<file path="config.mk">
export PLATFORM = sky130hd
export DESIGN_NAME = conv_ctrl
export DESIGN_NICKNAME = d
export VERILOG_FILES = /design/src/rtl/conv_ctrl.sv
export SDC_FILE = /design/constraint.sdc
export NUM_CORES = 2
export LEC_CHECK = 0
export CAP_MARGIN = 20
export CORE_UTILIZATION = 40
export DETAILED_ROUTE_END_ITERATION = 8
export PLACE_DENSITY = 0.64
export SLEW_MARGIN = 20
export SYNTH_ARGS = -nofsm -noshare
export SYNTH_HDL_FRONTEND = slang
export SYNTH_SLANG_ARGS = --single-unit
</file>
<file path="constraint.sdc">
create_clock -name clk -period 28.8 [get_ports clk]
set_clock_uncertainty 0.2 [all_clocks]
set_input_delay 5.76 -clock clk [delete_from_list [all_inputs] [get_ports clk]]
set_output_delay 5.76 -clock clk [all_outputs]
set_load 0.01 [all_outputs]
</file>
<file path="src/rtl/conv_ctrl.sv">
// conv_ctrl: 3x3 convolution sequencer over a single request/response memory port.
// Optional build macro CONV_CTRL_RELU_EN clamps negative results to zero before writing.
module conv_ctrl (
    input  logic        clk,
    input  logic        rst,
    input  logic        start_i,
    input  logic [31:0] ifm_offset_i,
    input  logic [31:0] wt_offset_i,
    input  logic [31:0] ofm_offset_i,
    input  logic [31:0] fm_dim_i,
    output logic        idle_o,
    output logic        done_o,
    output logic        mem_req_valid_o,
    output logic        mem_req_we_o,
    input  logic        mem_req_ready_i,
    output logic [31:0] mem_req_addr_o,
    output logic [31:0] mem_req_wdata_o,
    input  logic        mem_resp_valid_i,
    input  logic [31:0] mem_resp_rdata_i
);
    typedef enum logic [2:0] {IDLE, LOAD_WT, WAIT_WT, FETCH, WAIT_PX, WRITE, DONE} state_t;

    state_t      state_q, state_d;
    logic [31:0] ifm_q, ifm_d, wt_q, wt_d, ofm_q, ofm_d;
    logic [7:0]  n_q, n_d, r_q, r_d, c_q, c_d;
    logic [3:0]  k_q, k_d;
    logic [31:0] acc_q, acc_d;
    logic [31:0] w_q [9];
    logic [31:0] w_d [9];
    logic        valid_q, valid_d, we_q, we_d;
    logic [31:0] addr_q, addr_d, wdata_q, wdata_d;
    logic [31:0] acc_sum;
    logic        c_last, last_px;
    logic [7:0]  nr, nc;
    logic        unused_dim;

    assign unused_dim = ^fm_dim_i[31:8];

    // Address of tap k (row-major over the 3x3 window) for output pixel (r,c).
    function automatic logic [31:0] px_addr(input logic [31:0] base, input logic [7:0] n,
                                            input logic [7:0] r, input logic [7:0] c,
                                            input logic [3:0] k);
        logic [31:0] kr, kc;
        kr = (k >= 4'd6) ? 32'd2 : (k >= 4'd3) ? 32'd1 : 32'd0;
        kc = 32'(k) - 32'd3 * kr;
        return base + (((32'(r) + kr) * 32'(n) + 32'(c) + kc) << 2);
    endfunction

    function automatic logic [31:0] out_val(input logic [31:0] acc);
`ifdef CONV_CTRL_RELU_EN
        return acc[31] ? 32'd0 : acc;
`else
        return acc;
`endif
    endfunction

    assign acc_sum = acc_q + mem_resp_rdata_i * w_q[k_q];
    assign c_last  = c_q == n_q - 8'd3;
    assign last_px = c_last && (r_q == n_q - 8'd3);
    assign nc      = c_last ? 8'd0 : c_q + 8'd1;
    assign nr      = c_last ? r_q + 8'd1 : r_q;

    assign idle_o          = (state_q == IDLE) || (state_q == DONE);
    assign done_o          = state_q == DONE;
    assign mem_req_valid_o = valid_q;
    assign mem_req_we_o    = we_q;
    assign mem_req_addr_o  = addr_q;
    assign mem_req_wdata_o = wdata_q;

    // Next-state logic; each request is set up on the transition into its issuing state and held until accepted.
    always_comb begin
        state_d = state_q;
        ifm_d   = ifm_q;
        wt_d    = wt_q;
        ofm_d   = ofm_q;
        n_d     = n_q;
        r_d     = r_q;
        c_d     = c_q;
        k_d     = k_q;
        acc_d   = acc_q;
        w_d     = w_q;
        valid_d = valid_q;
        we_d    = we_q;
        addr_d  = addr_q;
        wdata_d = wdata_q;
        case (state_q)
            IDLE, DONE: if (start_i) begin
                ifm_d = ifm_offset_i;
                wt_d  = wt_offset_i;
                ofm_d = ofm_offset_i;
                n_d   = fm_dim_i[7:0];
                k_d   = 4'd0;
                if (fm_dim_i[7:0] < 8'd3) begin
                    // From DONE a degenerate job passes through LOAD_WT with no request so done_o drops for a cycle.
                    state_d = (state_q == IDLE) ? DONE : LOAD_WT;
                end else begin
                    state_d = LOAD_WT;
                    valid_d = 1'b1;
                    we_d    = 1'b0;
                    addr_d  = wt_offset_i;
                end
            end
            LOAD_WT: begin
                if (!valid_q) state_d = DONE;
                else if (mem_req_ready_i) begin
                    valid_d = 1'b0;
                    state_d = WAIT_WT;
                end
            end
            WAIT_WT: if (mem_resp_valid_i) begin
                w_d[k_q] = mem_resp_rdata_i;
                valid_d  = 1'b1;
                if (k_q == 4'd8) begin
                    k_d     = 4'd0;
                    r_d     = 8'd0;
                    c_d     = 8'd0;
                    acc_d   = 32'd0;
                    state_d = FETCH;
                    addr_d  = px_addr(ifm_q, n_q, 8'd0, 8'd0, 4'd0);
                end else begin
                    k_d     = k_q + 4'd1;
                    state_d = LOAD_WT;
                    addr_d  = wt_q + (32'(k_q + 4'd1) << 2);
                end
            end
            FETCH: if (mem_req_ready_i) begin
                valid_d = 1'b0;
                state_d = WAIT_PX;
            end
            WAIT_PX: if (mem_resp_valid_i) begin
                acc_d   = acc_sum;
                valid_d = 1'b1;
                if (k_q == 4'd8) begin
                    k_d     = 4'd0;
                    we_d    = 1'b1;
                    addr_d  = ofm_q + ((32'(r_q) * (32'(n_q) - 32'd2) + 32'(c_q)) << 2);
                    wdata_d = out_val(acc_sum);
                    state_d = WRITE;
                end else begin
                    k_d     = k_q + 4'd1;
                    addr_d  = px_addr(ifm_q, n_q, r_q, c_q, k_q + 4'd1);
                    state_d = FETCH;
                end
            end
            WRITE: if (mem_req_ready_i) begin
                valid_d = 1'b0;
                we_d    = 1'b0;
                if (last_px) state_d = DONE;
                else begin
                    r_d     = nr;
                    c_d     = nc;
                    acc_d   = 32'd0;
                    valid_d = 1'b1;
                    addr_d  = px_addr(ifm_q, n_q, nr, nc, 4'd0);
                    state_d = FETCH;
                end
            end
            default: state_d = IDLE;
        endcase
    end

    // State and datapath registers; reset abandons any job and clears all pending requests.
    always_ff @(posedge clk or negedge rst) begin
        if (!rst) begin
            state_q <= IDLE;
            ifm_q   <= '0;
            wt_q    <= '0;
            ofm_q   <= '0;
            n_q     <= '0;
            r_q     <= '0;
            c_q     <= '0;
            k_q     <= '0;
            acc_q   <= '0;
            w_q     <= '{default: '0};
            valid_q <= 1'b0;
            we_q    <= 1'b0;
            addr_q  <= '0;
            wdata_q <= '0;
        end else begin
            state_q <= state_d;
            ifm_q   <= ifm_d;
            wt_q    <= wt_d;
            ofm_q   <= ofm_d;
            n_q     <= n_d;
            r_q     <= r_d;
            c_q     <= c_d;
            k_q     <= k_d;
            acc_q   <= acc_d;
            w_q     <= w_d;
            valid_q <= valid_d;
            we_q    <= we_d;
            addr_q  <= addr_d;
            wdata_q <= wdata_d;
        end
    end
endmodule

</file>
# --- Yosys cells after proc, flatten, opt, wreduce, memory -nomap -nowiden ---
# Index checks and enable logic that the tools add are counted.
# Widths: inputs -> output; s select.
totals:
  wordCells: 156
  ff_bits: 513
  inputBits: 165
classes:
  muxes: 64
  bitwise_logic: 1
  n_eq_ne: 20
  n_reduce_logical: 22
  n_addsub: 17
  n_lt_le_gt_ge: 5
  multipliers: 5
ops:
  columns: ["op", "n"]
  rows:
  - ["$mux 32", 16]
  - ["$bwmux 288", 1]
  - ["$bmux 32 s4", 1]
  - ["$demux 32 s4", 1]
  - ["$pmux 32 s4", 1]
  - ["$add 32x32->32", 3]
  - ["$pmux 32 s3", 1]
  - ["$mux 8", 8]
  - ["$mux 3", 11]
  - ["$add 32x19->32", 1]
  - ["$add 32x7->32", 1]
  - ["$mul 32x32->32", 1]
  - ["$pmux 8 s2", 2]
  - ["$reduce_and 6->1", 4]
  - ["$add 19x5->20", 1]
  - ["$add 18x9->19", 1]
  - ["$add 17x8->18", 1]
  - ["$mul 9x9->18", 1]
  - ["$ne 2x2->1 const B", 9]
  - ["$pmux 3 s6", 1]
  - ["$add 16x8->17", 1]
  - ["$mul 9x8->17", 1]
  - ["$add 8x1->8 const B", 2]
  - ["$eq 8x8->1", 2]
  - ["other kinds (38)", 62]

# --- Logic depth before layout (Yosys ltp) ---
depth:
  depth_word: 12
  ltp_mapped: 50
  depth_no_buf: 46

# --- Least setup slack after synthesis ---
# Ideal clock, no wire load.
synth_path:
  path_type: "input port to flip-flop"
  from: "input mem_resp_rdata_i[13]"
  to: "register wdata_q[27] (netlist: mem_req_wdata_o[27])"
  setup_time_ns: 0.125
  n_path_buf: 2
  cell_stages: 24
  path_slack_ns: 15.965
  required_ns: 28.475
  arrival_ns: 12.510
  path_cell_list: "buf_1 clkbuf_1 nand2_1 fa_1 inv_1 fa_1 fa_1 fa_1 fa_1 inv_1 fa_1 fa_1 inv_1 fa_1 ha_1 a21oi_1 nand3_1 a22oi_1 o21ai_0 o31a_1 a21o_1 a21oi_1 xnor2_1 mux2_2"
synth_between:
  elab_chain_len: 2
synth_lines:
  columns: ["item", "line_no", "source"]
  rows:
  - ["start: declaration", "19", "input logic [31:0] mem_resp_rdata_i"]
  - ["$mul 32x32->32", "57", "assign acc_sum = acc_q + mem_resp_rdata_i * w_q[k_q];"]
  - ["$add 32x32->32", "57", null]
  - ["end signal: assignment", "193", "wdata_q <= wdata_d;"]
  - ["end: declaration", "31", "logic [31:0] addr_q, addr_d, wdata_q, wdata_d;"]
# No other way between the ends.
# A chain may end at the register's enable or synchronous reset.

# --- Worst setup path after layout ---
layout_path:
  from: "input mem_resp_rdata_i[13]"
  to: "register acc_q[31]"
layout_between:
  elab_chain_len: 4
layout_lines:
  columns: ["item", "line_no", "source"]
  rows:
  - ["$mul 32x32->32", "57", null]
  - ["$add 32x32->32", "57", null]
  - ["$mux 32", "130", "WAIT_PX: if (mem_resp_valid_i) begin"]
  - ["$pmux 32 s3", "86", "case (state_q)"]
  - ["end signal: assignment", "173", "acc_q <= '0;"]
  - ["end signal: assignment", "188", "acc_q <= acc_d;"]
  - ["end: declaration", "27", "logic [31:0] acc_q, acc_d;"]
# No other way between the ends. The select of a mux whose other input is x is not followed.

==> qor.yml <==
status: "finished, final reports clean"
clock_latency_ps: 680
top_level_ports: 233
synthTopCellsByCount: "inv_1 (762), nand2_1 (735), fa_1 (586)"
setup_violations: 0
io_buffers: 208
cts_sinks: 513
yosysTopAreaCell: "dfrtp_1"
cts.repair.resized: 0
row_count: 133
cp.required_ps: 29150
ys_seq_area_share_pct: 24.1
fin_hold_ws_ps: 280
root_buffer: "clkbuf_16"
dp_hpwl_um: 113000
routed_wl_um: 153000
netlist_area_mm2: 0.0533
ant_nets: 0
post_dp_cell_area_mm2: 0.0571
drv_slew: 0
cts-htree-levels: 2
relSlewSlack_pct: 18.5
grt_pass1_vias: 41000
synth_area_leaders: "dfrtp_1 (24%), fa_1 (22%), mux2_2 (9.0%), ha_1 (8.9%), inv_1 (5.4%)"
tightest_slew_ps: 1220
fillCellCount: 12500
hold_viol_final: 0
period_needed_ps: 13780
syn_avg_cell_area_um2: 9.75
fin_crit_sh_pct: 47.8
synth-main-ff-cell: "dfrtp_1"
cts_setup_buffers: 0
start_util_pct: 40.4
tns_ps: 0
wl_per_cell_um: 20.8
die_h_um: 367
viasPerCell: 5.42
cts.hold.buffers_added: 0
min_path_type: "flop to flop"
synth_warnings: 0
dieArea_mm2: 0.135
place_congestion: 0.915
drtPass1Iterations: 5
synth.most_common_cell: "inv_1"
track_usage_pct: 22.8
endpoint_kind: "flop"
syn_nets: 6594
max_cap_violations: 0
yosysUniqueCellTypes: 92
ys_ff_latch: 513
rsz0062_at_grt: "no"
fin_nets: 6667
cp-start-kind: "input port"
path_max_fanout: 8
critical_path_class: "input port to flop"
cts_tree: "yes"
drc: 0
async_flop_share_pct: 100
cts.clk_slew.worst_paths_ps: 70
clock.fmax_mhz: 72.6
drt_iter0_markers: 2945
grt_max_degree: 85
die_w_um: 367
max-clock-path-buffers: 3
grt_pass1_wl_um: 240000
syn_inst: 5462
antenna_found_initial: 11
grt-ovfl-total: 0
crit_arrival_ps: 14130
netlist.area_leader.share_pct: 24.1
final_area_mm2: 0.0593
syn_to_final_growth_pct: 11.2
regToRegSetupSlack_ps: 15540
num_vias: 39800
coreArea_mm2: 0.132
drive_above_1_share_pct: 12.5
cts_made_buffers: 59
synth_edf_count: 0
==> per-layer routing <==
layer	global-route usage, %	wire length, µm	share of wire [%]	vias to the layer above
met3	3.71	10900	7.1	316
met4	7.21	5090	3.3	14
met5	0	84	0.055	-
met1	30.9	66200	43	20200
li1	-	-	-	18000
met2	37.1	70800	46	1322
==> cell usage in the layout (no fill, tap or decap), types with 27 or more instances in the layout <==
cell and n:
inv_1 762, nand2_1 727, fa_1 586, dfrtp_1 510
mux2_2 428, ha_1 381, clkdlybuf4s50_1 206, o21ai_0 183
and2_1 173, nor2_1 173, xnor2_1 172, a21oi_1 153
xor2_1 89, buf_4 84, nand3_1 60, clkbuf_16 60
a21o_1 59, mux2i_1 54, nor3_1 48, nor2b_1 39
nand2b_1 37, a211oi_1 36, a22o_1 32, o21bai_1 29
and3_1 27
==> final timing paths <==
kind | start | to | cells after the start
setup / recovery | mem_resp_rdata_i[13] | acc_q[31] | 23
max in group asynchronous | rst | ofm_q[9] | 5
hold / removal | mem_req_wdata_o[19] | mem_req_wdata_o[19] | 2
hold reg to reg | mem_req_wdata_o[19] | mem_req_wdata_o[19] | 2
min in group asynchronous | rst | w_q[146] | 1
setup reg to reg | k_q[0] | mem_req_addr_o[25] | 44
==> worst max-delay path: stages <==
cell and delay, ps:
clkdlybuf4s50_1 980, nand2_1 170, fa_1 570, inv_1 50, fa_1 480, fa_1 560, fa_1 440, fa_1 510
inv_1 50, fa_1 490, fa_1 490, inv_1 50, fa_1 440, ha_1 360, a21oi_1 380, nand3_1 130
a22oi_1 420, o21ai_0 300, o31a_1 440, a211oi_1 260, nor3_1 120, xor2_1 530, o21ai_1 130
==> flip-flops by register name, indices dropped and copies added (netlist names) <==
register         count
mem_req_addr_o      32
acc_q               32
mem_req_valid_o      1
ifm_q               32
r_q                  8
mem_req_we_o         1
c_q                  8
k_q                  4
mem_req_wdata_o     32
w_q                288
wt_q                32
ofm_q               32
n_q                  8
state_q              3
==> cells by family after synthesis <==
group	Yosys count	share of synthesized area, %
compound gates	754	9.36
xor+xnor	273	4.78
fa+ha+maj	967	31.0
buf+inv	1049	7.63
flops	513	24.1
mux	507	11.1
simple gates	1399	12.0
==> area by class of cell <==
cell class	count	area (µm²)	area share, %
diodes	6	15.0	0.0253
clock buffers	82	1710	2.89
clock inverters	26	323	0.545
inverters	765	2870	4.85
multi-input cells	3900	36500	61.6
flip-flops and latches	513	12800	21.7
well taps	1755	2200	3.71
repair buffers	296	2790	4.71
==> through the flow <==
stage	instances	setup slack, ps	util [%]
after floorplan	5462	15960	-
after global placement	7226	14450	43.4
after detailed placement	7226	14360	43.4
after CTS	7334	15110	44.9
after global routing	7339	14780	45.0
final	7343	15020	45.0
Power is not shown: default switching activity piles up to over one toggle a cycle in this logic, so the estimate is an artifact.
